==> config.mk <==
export PLATFORM = sky130hd
export DESIGN_NAME = result_wb_buffer_flat
export DESIGN_NICKNAME = d
export VERILOG_FILES = /design/src/rtl/result_wb_buffer_if.sv /design/src/rtl/result_wb_buffer.sv /design/src/flat_wrapper.sv
export SDC_FILE = /design/constraint.sdc
export NUM_CORES = 1
export LEC_CHECK = 0
export CAP_MARGIN = 40
export CORE_MARGIN = 1.5
export CORE_UTILIZATION = 40
export DETAILED_ROUTE_END_ITERATION = 8
export PLACE_DENSITY = 0.58
export SETUP_SLACK_MARGIN = 0.1
export SYNTH_ARGS = -nofsm -noshare
export SYNTH_HDL_FRONTEND = slang
export SYNTH_SLANG_ARGS = --single-unit
==> constraint.sdc <==
create_clock -name clk -period 3.2 [get_ports clk]
set_input_delay 0.48 -clock clk [delete_from_list [all_inputs] [get_ports clk]]
set_output_delay 0.48 -clock clk [all_outputs]
set_load 0.005 [all_outputs]
==> src/rtl/result_wb_buffer_if.sv <==
// Output-memory write port of result_wb_buffer. With WB_PACK_EN defined the data
// bus widens to four elements and carries four byte-lane enables.
interface result_wb_buffer_if #(
    parameter int ADDR_SIZE  = 16,
    parameter int DATA_WIDTH = 8
);
`ifdef WB_PACK_EN
    localparam int MDW = 4 * DATA_WIDTH;
    localparam int SW  = 4;
`else
    localparam int MDW = DATA_WIDTH;
    localparam int SW  = 1;
`endif

    // Handshake: a beat transfers on a rising edge where m_valid & m_ready. Once
    // m_valid is high, m_addr/m_data/m_strb hold until that beat transfers.
    logic [ADDR_SIZE-1:0] m_addr;
    logic [MDW-1:0]       m_data;
    logic [SW-1:0]        m_strb;
    logic                 m_valid;
    logic                 m_ready;

    modport master (output m_addr, output m_data, output m_strb, output m_valid, input m_ready);
    modport slave  (input m_addr, input m_data, input m_strb, input m_valid, output m_ready);
endinterface

==> src/rtl/result_wb_buffer.sv <==
// Write-back FIFO between the engine's result writes and the output memory port.
// Define WB_PACK_EN to merge elements into 4-lane words before they enter the FIFO.
module result_wb_buffer #(
    parameter int DATA_WIDTH = 8,
    parameter int ADDR_SIZE  = 16,
    parameter int FIFO_DEPTH = 16
) (
    input  logic                          clk,
    input  logic                          rst,
    input  logic                          i_start,
    input  logic [ADDR_SIZE-1:0]          i_result_addr,
    input  logic [DATA_WIDTH-1:0]         i_result_data,
    input  logic                          i_result_vld,
    input  logic                          i_w_done,
    result_wb_buffer_if.master            mem,
    output logic [$clog2(FIFO_DEPTH):0]   o_level,
    output logic                          o_overflow,
    output logic                          o_drain_done,
    output logic [1:0]                    o_state
);
    localparam int PW = $clog2(FIFO_DEPTH);
`ifdef WB_PACK_EN
    localparam int MDW = 4 * DATA_WIDTH;
    localparam int SW  = 4;
`else
    localparam int MDW = DATA_WIDTH;
    localparam int SW  = 1;
`endif
    localparam int EW = ADDR_SIZE + MDW + SW;
    localparam logic [PW:0] FULL_LVL = (PW+1)'(FIFO_DEPTH);

    localparam logic [1:0] S_IDLE  = 2'd0;
    localparam logic [1:0] S_RUN   = 2'd1;
    localparam logic [1:0] S_FLUSH = 2'd2;
    localparam logic [1:0] S_DONE  = 2'd3;

    logic [1:0]    state, state_nxt;
    logic [EW-1:0] fifo_mem [FIFO_DEPTH];
    logic [PW-1:0] wr_ptr, rd_ptr;
    logic [PW:0]   level;
    logic          empty, full, pop, push, drop;
    logic          push_req, stage_empty;
    logic [EW-1:0] push_entry, head;

    assign empty = (level == '0);
    assign full  = (level == FULL_LVL);

`ifdef WB_PACK_EN
    logic                 stg_vld;
    logic [ADDR_SIZE-1:0] stg_addr;
    logic [MDW-1:0]       stg_data;
    logic [3:0]           stg_strb;
    logic [1:0]           lane;
    logic [ADDR_SIZE-1:0] word;
    logic                 stg_flush;

    assign lane = i_result_addr[1:0];
    assign word = {2'b00, i_result_addr[ADDR_SIZE-1:2]};
    // A completed word (lane 3 present) leaves the stage one cycle after that write.
    assign stg_flush   = stg_vld & (stg_strb[3] | (state == S_FLUSH) |
                                    (i_result_vld & (word != stg_addr)));
    assign push_req    = stg_flush;
    assign push_entry  = {stg_addr, stg_data, stg_strb};
    assign stage_empty = !stg_vld;

    always_ff @(posedge clk or posedge rst) begin
        if (rst) begin
            stg_vld  <= 1'b0;
            stg_addr <= '0;
            stg_data <= '0;
            stg_strb <= '0;
        end else if (i_result_vld) begin
            if (stg_flush || !stg_vld) begin
                stg_vld  <= 1'b1;
                stg_addr <= word;
                stg_data <= '0;
                stg_data[lane*DATA_WIDTH +: DATA_WIDTH] <= i_result_data;
                stg_strb <= 4'b0001 << lane;
            end else begin
                stg_data[lane*DATA_WIDTH +: DATA_WIDTH] <= i_result_data;
                stg_strb[lane] <= 1'b1;
            end
        end else if (stg_flush) begin
            stg_vld <= 1'b0;
        end
    end
`else
    assign push_req    = i_result_vld;
    assign push_entry  = {i_result_addr, i_result_data, 1'b1};
    assign stage_empty = 1'b1;
`endif

    // A pop in the same cycle frees the slot, so a push into a full FIFO still lands.
    assign pop  = !empty & mem.m_ready;
    assign push = push_req & (!full | pop);
    assign drop = push_req & full & !pop;

    always_ff @(posedge clk) begin
        if (push) fifo_mem[wr_ptr] <= push_entry;
    end

    always_ff @(posedge clk or posedge rst) begin
        if (rst) begin
            wr_ptr <= '0;
            rd_ptr <= '0;
            level  <= '0;
        end else begin
            if (push) wr_ptr <= wr_ptr + 1'b1;
            if (pop)  rd_ptr <= rd_ptr + 1'b1;
            level <= level + {{PW{1'b0}}, push} - {{PW{1'b0}}, pop};
        end
    end

    assign head         = empty ? '0 : fifo_mem[rd_ptr];
    assign {mem.m_addr, mem.m_data, mem.m_strb} = head;
    assign mem.m_valid  = !empty;
    assign o_level      = level;

    always_ff @(posedge clk or posedge rst) begin
        if (rst)          o_overflow <= 1'b0;
        else if (drop)    o_overflow <= 1'b1;
        else if (i_start) o_overflow <= 1'b0;
    end

    always_comb begin
        state_nxt = state;
        case (state)
            S_IDLE:  if (i_start) state_nxt = S_RUN;
            S_RUN:   if (i_start) state_nxt = S_RUN;
                     else if (i_w_done) state_nxt = S_FLUSH;
            S_FLUSH: if (i_start) state_nxt = S_RUN;
                     else if (empty && stage_empty && !i_result_vld) state_nxt = S_DONE;
            default: state_nxt = i_start ? S_RUN : S_IDLE;
        endcase
    end

    always_ff @(posedge clk or posedge rst) begin
        if (rst) state <= S_IDLE;
        else     state <= state_nxt;
    end

    assign o_drain_done = (state == S_DONE);
    assign o_state      = state;
endmodule

==> src/flat_wrapper.sv <==
// flat-port wrapper written by rule: the top's interface ports become plain ports
module result_wb_buffer_flat 
#(
    parameter int DATA_WIDTH = 8,
    parameter int ADDR_SIZE  = 16,
    parameter int FIFO_DEPTH = 16
)
  (clk, rst, i_start, i_result_addr, i_result_data, i_result_vld, i_w_done, o_level, o_overflow, o_drain_done, o_state, mem_m_addr, mem_m_data, mem_m_strb, mem_m_valid, mem_m_ready);
  result_wb_buffer_if #(.ADDR_SIZE(ADDR_SIZE), .DATA_WIDTH(DATA_WIDTH)) mem_i ();
  input  logic clk;
  input  logic rst;
  input  logic i_start;
  input  logic [ADDR_SIZE-1:0] i_result_addr;
  input  logic [DATA_WIDTH-1:0] i_result_data;
  input  logic i_result_vld;
  input  logic i_w_done;
  output logic [$clog2(FIFO_DEPTH):0] o_level;
  output logic o_overflow;
  output logic o_drain_done;
  output logic [1:0] o_state;
  output wire logic [$bits(mem_i.m_addr)-1:0] mem_m_addr;
  output wire logic [$bits(mem_i.m_data)-1:0] mem_m_data;
  output wire logic [$bits(mem_i.m_strb)-1:0] mem_m_strb;
  output wire logic [$bits(mem_i.m_valid)-1:0] mem_m_valid;
  input wire logic [$bits(mem_i.m_ready)-1:0] mem_m_ready;
  assign mem_m_addr = mem_i.m_addr;
  assign mem_m_data = mem_i.m_data;
  assign mem_m_strb = mem_i.m_strb;
  assign mem_m_valid = mem_i.m_valid;
  assign mem_i.m_ready = mem_m_ready;
  result_wb_buffer #(.DATA_WIDTH(DATA_WIDTH), .ADDR_SIZE(ADDR_SIZE), .FIFO_DEPTH(FIFO_DEPTH)) u_core (.clk(clk), .rst(rst), .i_start(i_start), .i_result_addr(i_result_addr), .i_result_data(i_result_data), .i_result_vld(i_result_vld), .i_w_done(i_w_done), .mem(mem_i), .o_level(o_level), .o_overflow(o_overflow), .o_drain_done(o_drain_done), .o_state(o_state));
endmodule
Word-level counts from Yosys, hierarchy flattened
Memories as Yosys holds them, arrays and structs flattened. Cells that the tools add are included.

Add/sub/neg operators: 4. Equality and inequality tests: 7. Multiplexer cells: 12. Bitwise gates (word level): 5. Reduce and logical (&&, ||, !) cells: 9.

Operators with widths (number): $mux 25 (1); $mux 2 (5); $add 4x1->4 const B (2); $pmux 2 s3 (1); $add 5x1->5 (1); $eq 5x5->1 const B (1); $logic_not 5->1 (1); $mux 1 (5); $sub 5x1->5 (1); $and 1x1->1 (4); $eq 2x2->1 const B (2); $logic_not 1->1 (4); $ne 3x2->1 const B (1); $ne 3x3->1 const B (1); $reduce_and 3->1 (1); $eq 2x1->1 const B (1); $logic_not 2->1 (1); $ne 2x2->1 const B (1); $reduce_bool 2->1 (1); $logic_and 1x1->1 (1); $or 1x1->1 (1).

Register bits: 16. Bits in writable memories: 384. Output and inout bits: 35. Word-level logic and storage cells: 43. Memories kept: 1.

Memory list: u_core.fifo_mem (depth 16, bits a word 24, rd ports 1, clocked after Yosys merged registers in 0, write ports 1, RTL line result_wb_buffer.sv:38) `logic [EW-1:0] fifo_mem [FIFO_DEPTH];`.

Logic depth before layout (Yosys ltp)
Word-level depth: 7. Mapped depth: 12. Mapped depth without buffers: 12.

Worst setup path before layout
No wires, ideal clock.

Path type: reg2reg. Start point: reg u_core.level[2] (netlist: u_core.o_level[2]). End point: mem u_core.fifo_mem[2][0] (netlist bit), enable pin. Arrival: 2.885 ns. Path slack: -0.120 ns. Cell stages (with the launch flop): 7. Period minus slack after synthesis: 3.320 ns. Cell sequence: dfrtp_1 -> inv_1 -> ha_1 -> or3b_1 -> clkbuf_1 -> o211ai_1 -> nor3_1.

Cells in the longest elaborated chain, start to end: 7. Elaborated cells between the ends (all ways): 9. Classes of those cells: eq/ne: 1; mux: 2; bitwise: 3; reduce/logical: 3.

Ends and longest elaborated chain: from (decl) (RTL line result_wb_buffer.sv:40) `logic [PW:0] level;`; from (signal assigned) (RTL line result_wb_buffer.sv:110) `level <= level + {{PW{1'b0}}, push} - {{PW{1'b0}}, pop};`; $logic_not 5->1 (RTL line result_wb_buffer.sv:45) `assign empty = (level == '0);`; $logic_not 1->1 (RTL line result_wb_buffer.sv:94) `assign pop = !empty & mem.m_ready;`; $and 1x1->1 (RTL line result_wb_buffer.sv:94); $or 1x1->1 (*) (RTL line result_wb_buffer.sv:95) `assign push = push_req & (!full | pop);`; $and 1x1->1 (*) (RTL line result_wb_buffer.sv:95); $mux 1 (*) (RTL line result_wb_buffer.sv:99) `if (push) fifo_mem[wr_ptr] <= push_entry;`; $mux 1 (not written as such) (*) (RTL line result_wb_buffer.sv:99); to (decl) (RTL line result_wb_buffer.sv:38).

Every way passes the cells marked *; elsewhere a longest branch is shown, timed or not.

Final worst setup path
Start point: reg u_core.rd_ptr[1]. End point: out mem_m_addr[5].

Cells in the longest elaborated chain, start to end: 2.

Ends and longest elaborated chain: from (decl) (RTL line result_wb_buffer.sv:39) `logic [PW-1:0] wr_ptr, rd_ptr;`; from (signal assigned) (RTL line result_wb_buffer.sv:109) `if (pop) rd_ptr <= rd_ptr + 1'b1;`; $mem_v2 16x24; $mux 25 (RTL line result_wb_buffer.sv:114) `assign head = empty ? '0 : fifo_mem[rd_ptr];`; to (decl) (RTL line flat_wrapper.sv:21) `output wire logic [$bits(mem_i.m_addr)-1:0] mem_m_addr;`.

Every way passes these cells.

==> flow_metrics.tcl <==
set metrics [dict create \
    status "finished clean" \
    grt_first_pass_wirelength_um 51700 \
    drt-wirelength-per-cell_um 24.1 \
    drcViolationCount 0 \
    cts_buffers 42 \
    instances_no_fill 1411 \
    final_common_cell "edfxtp_1" \
    io_pins 65 \
    endpoint_kind "output pin" \
    tns_ns 0 \
    rsz0062_at_grt "yes" \
    async_flop_share_pct 4.00 \
    synth_seq_cells 400 \
    insertion_delay_ns 0.54 \
    via_count 7544 \
    crit_path_max_fanout 10 \
    synth_cell_types 37 \
    dpl.hpwl_um 20500 \
    grt_max_degree 36 \
    gp_congestion 0.727 \
    vias_per_cell 5.35 \
    cts.path.max_buffers 3 \
    slew_violations 0 \
    finalClockSkew_ns 0.0198 \
    yosys_warnings 0 \
    grt_overflow 0 \
    final_hold_viol_count 0 \
    synth.net_count 760 \
    netlist_area_um2 15600 \
    routed_wl_um 34000 \
    p_leak_nw 6.27 \
    first_pass_iters 5 \
    antenna_found_initial 0 \
    clk_pin_slew_ns 0.06 \
    max_freq_mhz 331 \
    final_nets 904 \
    cts-root-buf "clkbuf_16" \
    die_h_um 201 \
    die_area_um2 40200 \
    nFillCells 3191 \
    yosysSeqAreaShare_pct 76.4 \
    fin_crit_ns 3.02 \
    first_iter_violations 650 \
    hold_path.class "input pin to asynchronous set/reset pin" \
    syn2layout_area_growth_pct 20.3 \
    drive_above_1_share_pct 31.6 \
    placedCellCount 1314 \
    syn_avg_cell_area_um2 21.8 \
    start_kind "flop" \
    h-tree-depth 2 \
    grt_use_total_pct 17.5 \
    cts.sinks 400 \
    max_stage_delay_ns 0.49 \
    ys.flop_type "edfxtp_1" \
    synth_edf_count 384 \
    setup_viol 0 \
    worst_hold_slack_ns 0.354 \
    design.core.area_um2 38600 \
    arrival_ns 2.54 \
    die_w_um 201 \
    cellPowerDensity_nw_per_um2 885 \
    portBuffers 64 \
    p_total_mw 16.6 \
    slowest_stage "mux4_2" \
    slew_headroom_pct 54.8 \
    fin_crit_sh_pct 94.3 \
    max-vdd-ir-drop_mv 0.414 \
    path_cells "buf_4 > bufbuf_16 > mux4_2 > mux2i_1 > o221ai_1 > dlygate4sd2_1" \
    tritoncts "built" \
    tightest_slew_ns 0.675 \
    worstSetupPathType "flop to output pin" \
    cp.required_ns 2.72 \
    start_util_pct 40.5 \
    grt_pass1_vias 8208 \
    antenna_cells 0 \
    maxCapViolations 0 \
    ant_nets 0 \
    layout_common_cells "edfxtp_1 (384), mux4_2 (95), buf_4 (57)" \
    rows 72 \
    synthCells 718 \
]
## state kept, by name, indices dropped and copies added, names as in the netlist
name / count
u_core.o_level: 5
u_core.o_overflow: 1
u_core.wr_ptr: 4
u_core.fifo_mem: 384
u_core.o_state: 2
u_core.rd_ptr: 4
## routing by layer
layer / routed length [um] / share of wire [%] / GRT usage (%)
met1: 15100 / 44 / 24.5
met2: 16800 / 49 / 28.8
met3: 1540 / 4.5 / 2.52
met4: 644 / 1.9 / 4.81
met5: 0 / 0 / 0
## worst max-delay path: cells and delay by family, from the launching register on
kind                   cells  cell delay, ns
AO/OA/AOI/OAI              1            0.15
buffers and inverters      3            0.76
flip-flops                 1            0.42
multiplexers               2            0.66
## Yosys cell counts, types with 2 or more instances
library cell,count,area (um^2)
buf_2,15,75.1
dfrtp_1,16,400
nor2_1,13,48.8
buf_6,7,78.8
o221ai_1,24,210
nand2b_1,5,31.3
inv_1,37,139
o211ai_1,4,30.0
nand2_1,2,7.51
clkbuf_1,9,33.8
nor3_1,4,20.0
mux4_2,95,2140
edfxtp_1,384,11500
mux2_2,2,22.5
buf_4,9,67.6
ha_1,11,138
mux2i_1,24,240
a21oi_1,4,20.0
and3_1,2,12.5
xor2_1,3,26.3
nand3_1,26,130
xnor2_1,7,61.3
## final timing paths
kind                              startpoint                end  slack (ns)  depth (start not counted)
min in group clk                     i_start  u_core.o_state[1]        0.55                          2
max in group asynchronous                rst   u_core.rd_ptr[1]        2.37                          2
hold / removal                           rst   u_core.rd_ptr[0]        0.35                          2
hold reg to reg            u_core.o_overflow  u_core.o_overflow        0.55                          2
setup / recovery            u_core.rd_ptr[1]      mem_m_addr[5]        0.18                          6
setup reg to reg           u_core.o_level[3]  u_core.o_level[4]        0.31                         12
## what timing repair did
item | 4_1_cts | 5_1_grt
hold buffers | 0 | 0
resized for setup | 69 | 20
pin swaps | 1 | 2
endpoints found under the setup margin | 24 | 23
setup buffers | 19 | 0
gates cloned | 3 | 0
## through the flow
stage	utilization (%)	setup slack (ns)	area (um^2)
CTS	48.9	0.103	18800
finish	48.7	0.181	18800
global placement	44.6	0.360	17200
global route	48.7	0.0677	18800
floorplan	-	0.517	15600
detailed placement	44.6	0.282	17200
## cell type report
type                            count  area, um^2  area share (%)
Clock inverter                     24         173           0.919
Tap cell                          518         648            3.45
Sequential cell                   400       11900            63.5
Timing Repair Buffer              141        1340            7.12
Clock buffer                       51        1120            5.94
Inverter                           37         139           0.739
Multi-Input combinational cell    240        3440            18.3
## cell families (layout without fill, tap and decap cells)
kind of cell | count (synthesis) | after routing | synth area share [%]
flip-flops | 400 | 400 | 76.4
XOR/XNOR | 10 | 10 | 0.561
adder cells (fa/ha/maj) | 12 | 12 | 1.01
buffers and inverters | 78 | 253 | 2.55
AND/OR/NAND/NOR | 58 | 58 | 1.94
AO/OA/AOI/OAI | 38 | 38 | 2.00
multiplexers | 122 | 122 | 15.5
## where the power goes
part	switching (mW)	total [mW]	internal, mW
Combinational	2.71	5.48	2.77
Sequential	0.274	6.62	6.35
Clock	1.89	4.53	2.64
Total	4.88	16.6	11.8
Power figures use the tool's default switching activity.
